<file path="src/rtl/dcm_phase_shift_ctrl_pkg.sv">
// Shared definitions for the DCM variable phase-shift controller.
//   - one-hot FSM state encodings
//   - default offset limit / PSDONE timeout for the Virtex DCM
//   - helper: does a step in the given direction leave the offset window?
package dcm_phase_shift_ctrl_pkg;

  typedef enum logic [2:0] {
    ST_IDLE      = 3'b001,
    ST_ISSUE     = 3'b010,
    ST_WAIT_DONE = 3'b100
  } ps_state_e;

  localparam int VIRTEX_DCM_MAX_OFFSET   = 255;
  localparam int VIRTEX_DCM_DONE_TIMEOUT = 1023;

  // True when the offset already sits on the limit in the stepping direction.
  function automatic logic ps_at_limit(input logic dir, input int offset,
                                       input int max_offset);
    return dir ? (offset >= max_offset) : (offset <= -max_offset);
  endfunction

endpackage

</file>
<file path="src/rtl/dcm_phase_shift_ctrl_timer.sv">
// ps_step_timer: clearable saturating up-counter with a terminal-count flag.
// Ports:
//   dcm_psclk  in  clock
//   ctrl_reset in  synchronous active-high reset
//   clr        in  restart the count at 0
//   en         in  count one per cycle (stops at TC)
//   tc         out count has reached TC
module ps_step_timer #(
  parameter int TC = 1023
) (
  input  logic dcm_psclk,
  input  logic ctrl_reset,
  input  logic clr,
  input  logic en,
  output logic tc
);

  localparam int W = (TC > 0) ? $clog2(TC + 1) : 1;

  logic [W-1:0] cnt;

  always_ff @(posedge dcm_psclk) begin
    if (ctrl_reset || clr) cnt <= '0;
    else if (en && !tc)    cnt <= cnt + W'(1);
  end

  assign tc = (cnt == W'(TC));

endmodule

</file>
<file path="src/rtl/dcm_phase_shift_ctrl.sv">
// dcm_phase_shift_ctrl: steps the DCM variable phase shift one tap at a time,
// runs the PSEN/PSDONE handshake and tracks the signed cumulative offset.
// Ports:
//   dcm_psclk, ctrl_reset      clock, synchronous active-high reset
//   dcm_locked                 DCM LOCKED (dcm_psclk domain)
//   cmd_valid/cmd_ready        command handshake; cmd_dir 1=inc, cmd_steps taps
//   err_clr                    clears sticky error flags
//   dcm_psen/dcm_psincdec      DCM phase-shift controls (registered)
//   dcm_psdone                 DCM phase-shift done
//   phase_offset               signed taps applied since reset
//   busy, err_timeout, err_limit
module dcm_phase_shift_ctrl
  import dcm_phase_shift_ctrl_pkg::*;
#(
  parameter int STEP_W       = 8,
  parameter int OFFSET_W     = 10,
  parameter int MAX_OFFSET   = VIRTEX_DCM_MAX_OFFSET,
  parameter int DONE_TIMEOUT = VIRTEX_DCM_DONE_TIMEOUT
) (
  input  logic                       dcm_psclk,
  input  logic                       ctrl_reset,
  input  logic                       dcm_locked,
  input  logic                       cmd_valid,
  output logic                       cmd_ready,
  input  logic                       cmd_dir,
  input  logic [STEP_W-1:0]          cmd_steps,
  input  logic                       err_clr,
  output logic                       dcm_psen,
  output logic                       dcm_psincdec,
  input  logic                       dcm_psdone,
  output logic signed [OFFSET_W-1:0] phase_offset,
  output logic                       busy,
  output logic                       err_timeout,
  output logic                       err_limit
);

  ps_state_e                 state, state_nxt;
  logic [STEP_W-1:0]         rem, rem_nxt;
  logic                      dir_nxt;
  logic signed [OFFSET_W-1:0] off_nxt;
  logic                      set_lim, set_to;
  logic                      tmr_tc;

  // Timer restarts on every PSEN cycle and counts while waiting for PSDONE.
  ps_step_timer #(.TC(DONE_TIMEOUT)) u_timer (
    .dcm_psclk  (dcm_psclk),
    .ctrl_reset (ctrl_reset),
    .clr        (state == ST_ISSUE),
    .en         (state == ST_WAIT_DONE),
    .tc         (tmr_tc)
  );

  assign cmd_ready = (state == ST_IDLE) & dcm_locked;

  always_ff @(posedge dcm_psclk) begin
    if (ctrl_reset) state <= ST_IDLE;
    else            state <= state_nxt;
  end

  always_comb begin
    state_nxt = state;
    rem_nxt   = rem;
    dir_nxt   = dcm_psincdec;
    off_nxt   = phase_offset;
    set_lim   = 1'b0;
    set_to    = 1'b0;
    unique case (state)
      ST_IDLE: begin
        if (cmd_valid && dcm_locked) begin
          dir_nxt = cmd_dir;
          rem_nxt = cmd_steps;
          if (cmd_steps != '0) begin
            if (ps_at_limit(cmd_dir, int'(phase_offset), MAX_OFFSET)) begin
              set_lim = 1'b1;
              rem_nxt = '0;
            end else begin
              state_nxt = ST_ISSUE;
            end
          end
        end
      end
      ST_ISSUE: state_nxt = ST_WAIT_DONE;
      ST_WAIT_DONE: begin
        // PSDONE outranks both unlock and timeout.
        if (dcm_psdone) begin
          off_nxt = dcm_psincdec ? phase_offset + OFFSET_W'(1)
                                 : phase_offset - OFFSET_W'(1);
          rem_nxt = rem - STEP_W'(1);
          if (rem == STEP_W'(1)) begin
            state_nxt = ST_IDLE;
          end else if (ps_at_limit(dcm_psincdec, int'(off_nxt), MAX_OFFSET)) begin
            set_lim   = 1'b1;
            rem_nxt   = '0;
            state_nxt = ST_IDLE;
          end else begin
            state_nxt = ST_ISSUE;
          end
        end else if (!dcm_locked) begin
          rem_nxt   = '0;
          state_nxt = ST_IDLE;
        end else if (tmr_tc) begin
          set_to    = 1'b1;
          rem_nxt   = '0;
          state_nxt = ST_IDLE;
        end
      end
      default: state_nxt = ST_IDLE;
    endcase
  end

  // Outputs are registered from next-state so PSEN/busy align with the state.
  always_ff @(posedge dcm_psclk) begin
    if (ctrl_reset) begin
      rem          <= '0;
      dcm_psincdec <= 1'b0;
      phase_offset <= '0;
      dcm_psen     <= 1'b0;
      busy         <= 1'b0;
      err_timeout  <= 1'b0;
      err_limit    <= 1'b0;
    end else begin
      rem          <= rem_nxt;
      dcm_psincdec <= dir_nxt;
      phase_offset <= off_nxt;
      dcm_psen     <= (state_nxt == ST_ISSUE);
      busy         <= (state_nxt != ST_IDLE);
      // a new error in the same cycle as err_clr stays set
      err_timeout  <= set_to  | (err_timeout & ~err_clr);
      err_limit    <= set_lim | (err_limit   & ~err_clr);
    end
  end

endmodule

</file>
<file path="config.mk">
export PLATFORM = sky130hd
export DESIGN_NAME = dcm_phase_shift_ctrl
export DESIGN_NICKNAME = d
export VERILOG_FILES = /design/src/rtl/dcm_phase_shift_ctrl_pkg.sv /design/src/rtl/dcm_phase_shift_ctrl_timer.sv /design/src/rtl/dcm_phase_shift_ctrl.sv
export SDC_FILE = /design/constraint.sdc
export NUM_CORES = 1
export LEC_CHECK = 0
export ABC_AREA = 0
export ABC_CLOCK_PERIOD_IN_PS = 3750
export CORE_ASPECT_RATIO = 1.1
export CORE_MARGIN = 8
export CORE_UTILIZATION = 55
export DETAILED_ROUTE_END_ITERATION = 8
export PLACE_DENSITY = 0.76
export SLEW_MARGIN = 20
export SYNTH_ARGS = -nofsm -noshare
export SYNTH_HDL_FRONTEND = slang
export SYNTH_SLANG_ARGS = --single-unit
</file>
<file path="constraint.sdc">
create_clock -name dcm_psclk -period 3.75 [get_ports dcm_psclk]
set_input_delay 0.375 -clock dcm_psclk [delete_from_list [all_inputs] [get_ports dcm_psclk]]
set_output_delay 0.375 -clock dcm_psclk [all_outputs]
set_load 0.1 [all_outputs]
</file>
==> results of run 1 <==
## placed cells by master (no fill, tap or decap), drive strengths merged, types with 6 or more instances in the layout
cell	instances
dfxtp	36
clkdlybuf4s50	29
nor2	28
a21oi	25
nand2	25
inv	16
ha	14
o21ai	12
nor3	9
xor2	8
xnor2	6
a211oi	6
## stage by stage
stage | instances | area (um2) | power [uW] | hold slack (ns)
6_report | 359 | 2691 | 808.0 | 0.4772
5_1_grt | 359 | 2691 | 840.7 | 0.5096
3_5_place_dp | 351 | 2599 | 532.0 | 0.4683
4_1_cts | 359 | 2691 | 812.9 | 0.4800
3_3_place_gp | 351 | 2599 | 530.7 | 0.4545
2_1_floorplan | 278 | 2278 | 496.3 | 0.4535
## metal layers
metal  GRT usage  wire (um)  up-vias
li1            -          -     1068
met1      0.1784       2424      978
met2      0.3067       2705       38
met3     0.04634        277        9
met4     0.07216        109        0
met5           0          0        -
## power by group
group	internal, uW	total [uW]	switching (uW)	leakage, uW
Clock	131	284	152	0.0000404
Sequential	390	398	8.16	0.000292
Combinational	49.0	126	77.5	0.000599
Total	570	808	238	0.000931
## worst paths after layout
kind	slack, ns	startpoint	cells past startpoint	endpoint
max	0.47	dcm_psincdec	10	rem[0]
min	0.48	rem[7]	2	rem[7]
max reg2reg	0.47	dcm_psincdec	10	rem[0]
min reg2reg	0.48	rem[7]	2	rem[7]
## tightest hold or removal path, delay by kind of cell, from the launching register on
family	cells	cell delay, ns
buffers and inverters	1	0.05
AOI/OAI and AO/OA	1	0.07
DFF	1	0.31
## kinds of logic (layout without fill, tap and decap cells)
kind of cell | count (synthesis) | after routing | synth area share
AND/OR/NAND/NOR | 112 | 112 | 0.2643
flip-flops | 36 | 36 | 0.3172
buffers and inverters | 25 | 54 | 0.04515
multiplexers | 2 | 2 | 0.009361
XOR/XNOR | 14 | 14 | 0.05397
AO/OA/AOI/OAI | 74 | 74 | 0.2241
adder cells (fa/ha/maj) | 15 | 15 | 0.08590
## state kept, by name (all words and copies together) (netlist names)
signal and cells:
phase_offset 10, u_timer.cnt 10, rem 8, state 3, busy 1, dcm_psen 1
dcm_psincdec 1, err_limit 1, err_timeout 1
## area by class of cell
class | instances | area [um2]
multi-input combinational | 217 | 1455
fill | 374 | 1272
sequential | 36 | 720.7
timing repair buffer | 30 | 297.8
clock buffer | 5 | 68.82
tap | 52 | 65.06
inverter | 16 | 60.06
clock inverter | 3 | 23.77
==> qor.csv, run 1 <==
metric,value,unit
setup_ws,0.4711,ns
htree_levels,2,
grt_pass1_vias,2110,
finalClockSkew,0.004279,ns
seq_area_frac_synth,0.3172,
worst_ep_required_time,3.88,ns
period_needed,3.279,ns
cts-hold-fix-buffers,0,
synthTopCellsByArea,"dfxtp_1 (32%), ha_1 (7.7%), a21oi_1 (5.5%)",
ys_types,58,
powerDensity,300.2,nW/um2
detail-route-antenna-nets,0,
drt_iter0_drc,114,
critical_path_arrival,3.41,ns
slew-limit-headroom,0.3312,
cpPeakStageDelay,0.53,ns
routed_via_density,5.830,
cts_tree,yes,
netlist_instances,278,
max_freq,305.0,MHz
die_h,83.41,um
antenna_cells,0,
die_area,6446,um2
finalCritPeriodShare,0.8744,
utilization,0.6790,
core_region_area,3964,um2
worstMarginPinSlew,1.000,ns
clkTransAtPathRegs,0.08,ns
dr.pass1.iters,4,
area_delta_synth_final,18.45,%
critPathTopFamily,compound AO/OA/AOI/OAI gates,
wl_per_cell,15.37,um
synth_ff_type,dfxtp_1,
grt_max_degree,26,
cpMostUsedCell,a211oi_1,
rows,24,
synth.most_common_cell,dfxtp_1,
cp-start-kind,flip-flop,
fin_setup_tns,0,ns
port_buffers,30,
leakage,0.0009312,uW
place_ws,0.4941,ns
outcome,"finished, final reports clean",
finalSetupViolCount,0,
yosysTopAreaCell,dfxtp_1,
syn_area_per_cell,8.173,um2
cts_setup_buffers,0,
hold_path.class,flip-flop to flip-flop,
nets,336,
ys_async_sr_fraction,0,
critPathKind,flip-flop to flip-flop,
synth-seq-cells,36,
clkSinkCount,36,
synth_fp_nets,308,
rsz0062_at_grt,no,
end_kind,flip-flop,
crit_path_cell_trace,inv_1 > fa_1 > a211oi_1 > o21bai_1 > xnor2_1 > nand4b_1 > o311ai_2 > nand4_4 > a221oi_1 > a211oi_1,
drcViolationCount,0,
grt_pass1_wl,9.287,mm
grt_usage,0.1699,
root_buffer,clkbuf_8,
die_x,77.29,um
routabilityCongestion,0.8449,
synth-edff-count,0,
finalWirelength,5.517,mm
antenna_found_initial,0,
ioPinCount,31,
synth_commonest_cells,"dfxtp_1 (36), nor2_1 (28), a21oi_1 (25), nand2_1 (25), inv_1 (16)",
vdd_drop_max,190.9,uV
clock_latency,0.29,ns
drive_above_1_share,0.05863,
start_util,0.5732,
netlist_area,2272,um2
timing_hold_violations_final,0,
drv_cap,0,
grt_overflow,0,
cts_buffers,5,
yosys_warnings,0,
crit_fanout,15,
synth_top_area_frac,0.3172,
clk_path_buf_depth,2,
cp_num_buf_inv,1,
dpl.hpwl,4.103,mm
crit_path_top_delay_cell,fa_1,
slew_viol_final,0,
ctsResizeCount,0,
vias,2093,
(Power assumes the default switching activity.)
==> run 2, diff against run 1 <==
- ABC_AREA: 0 -> not set
==> results of run 2 <==
Same layout as run 1: the final DEF is identical, and so are final timing and power.
==> run 3, diff against run 2 <==
- CAP_MARGIN: not set -> 0
==> results of run 3 <==
Same layout as run 1: the final DEF is identical, and so are final timing and power.
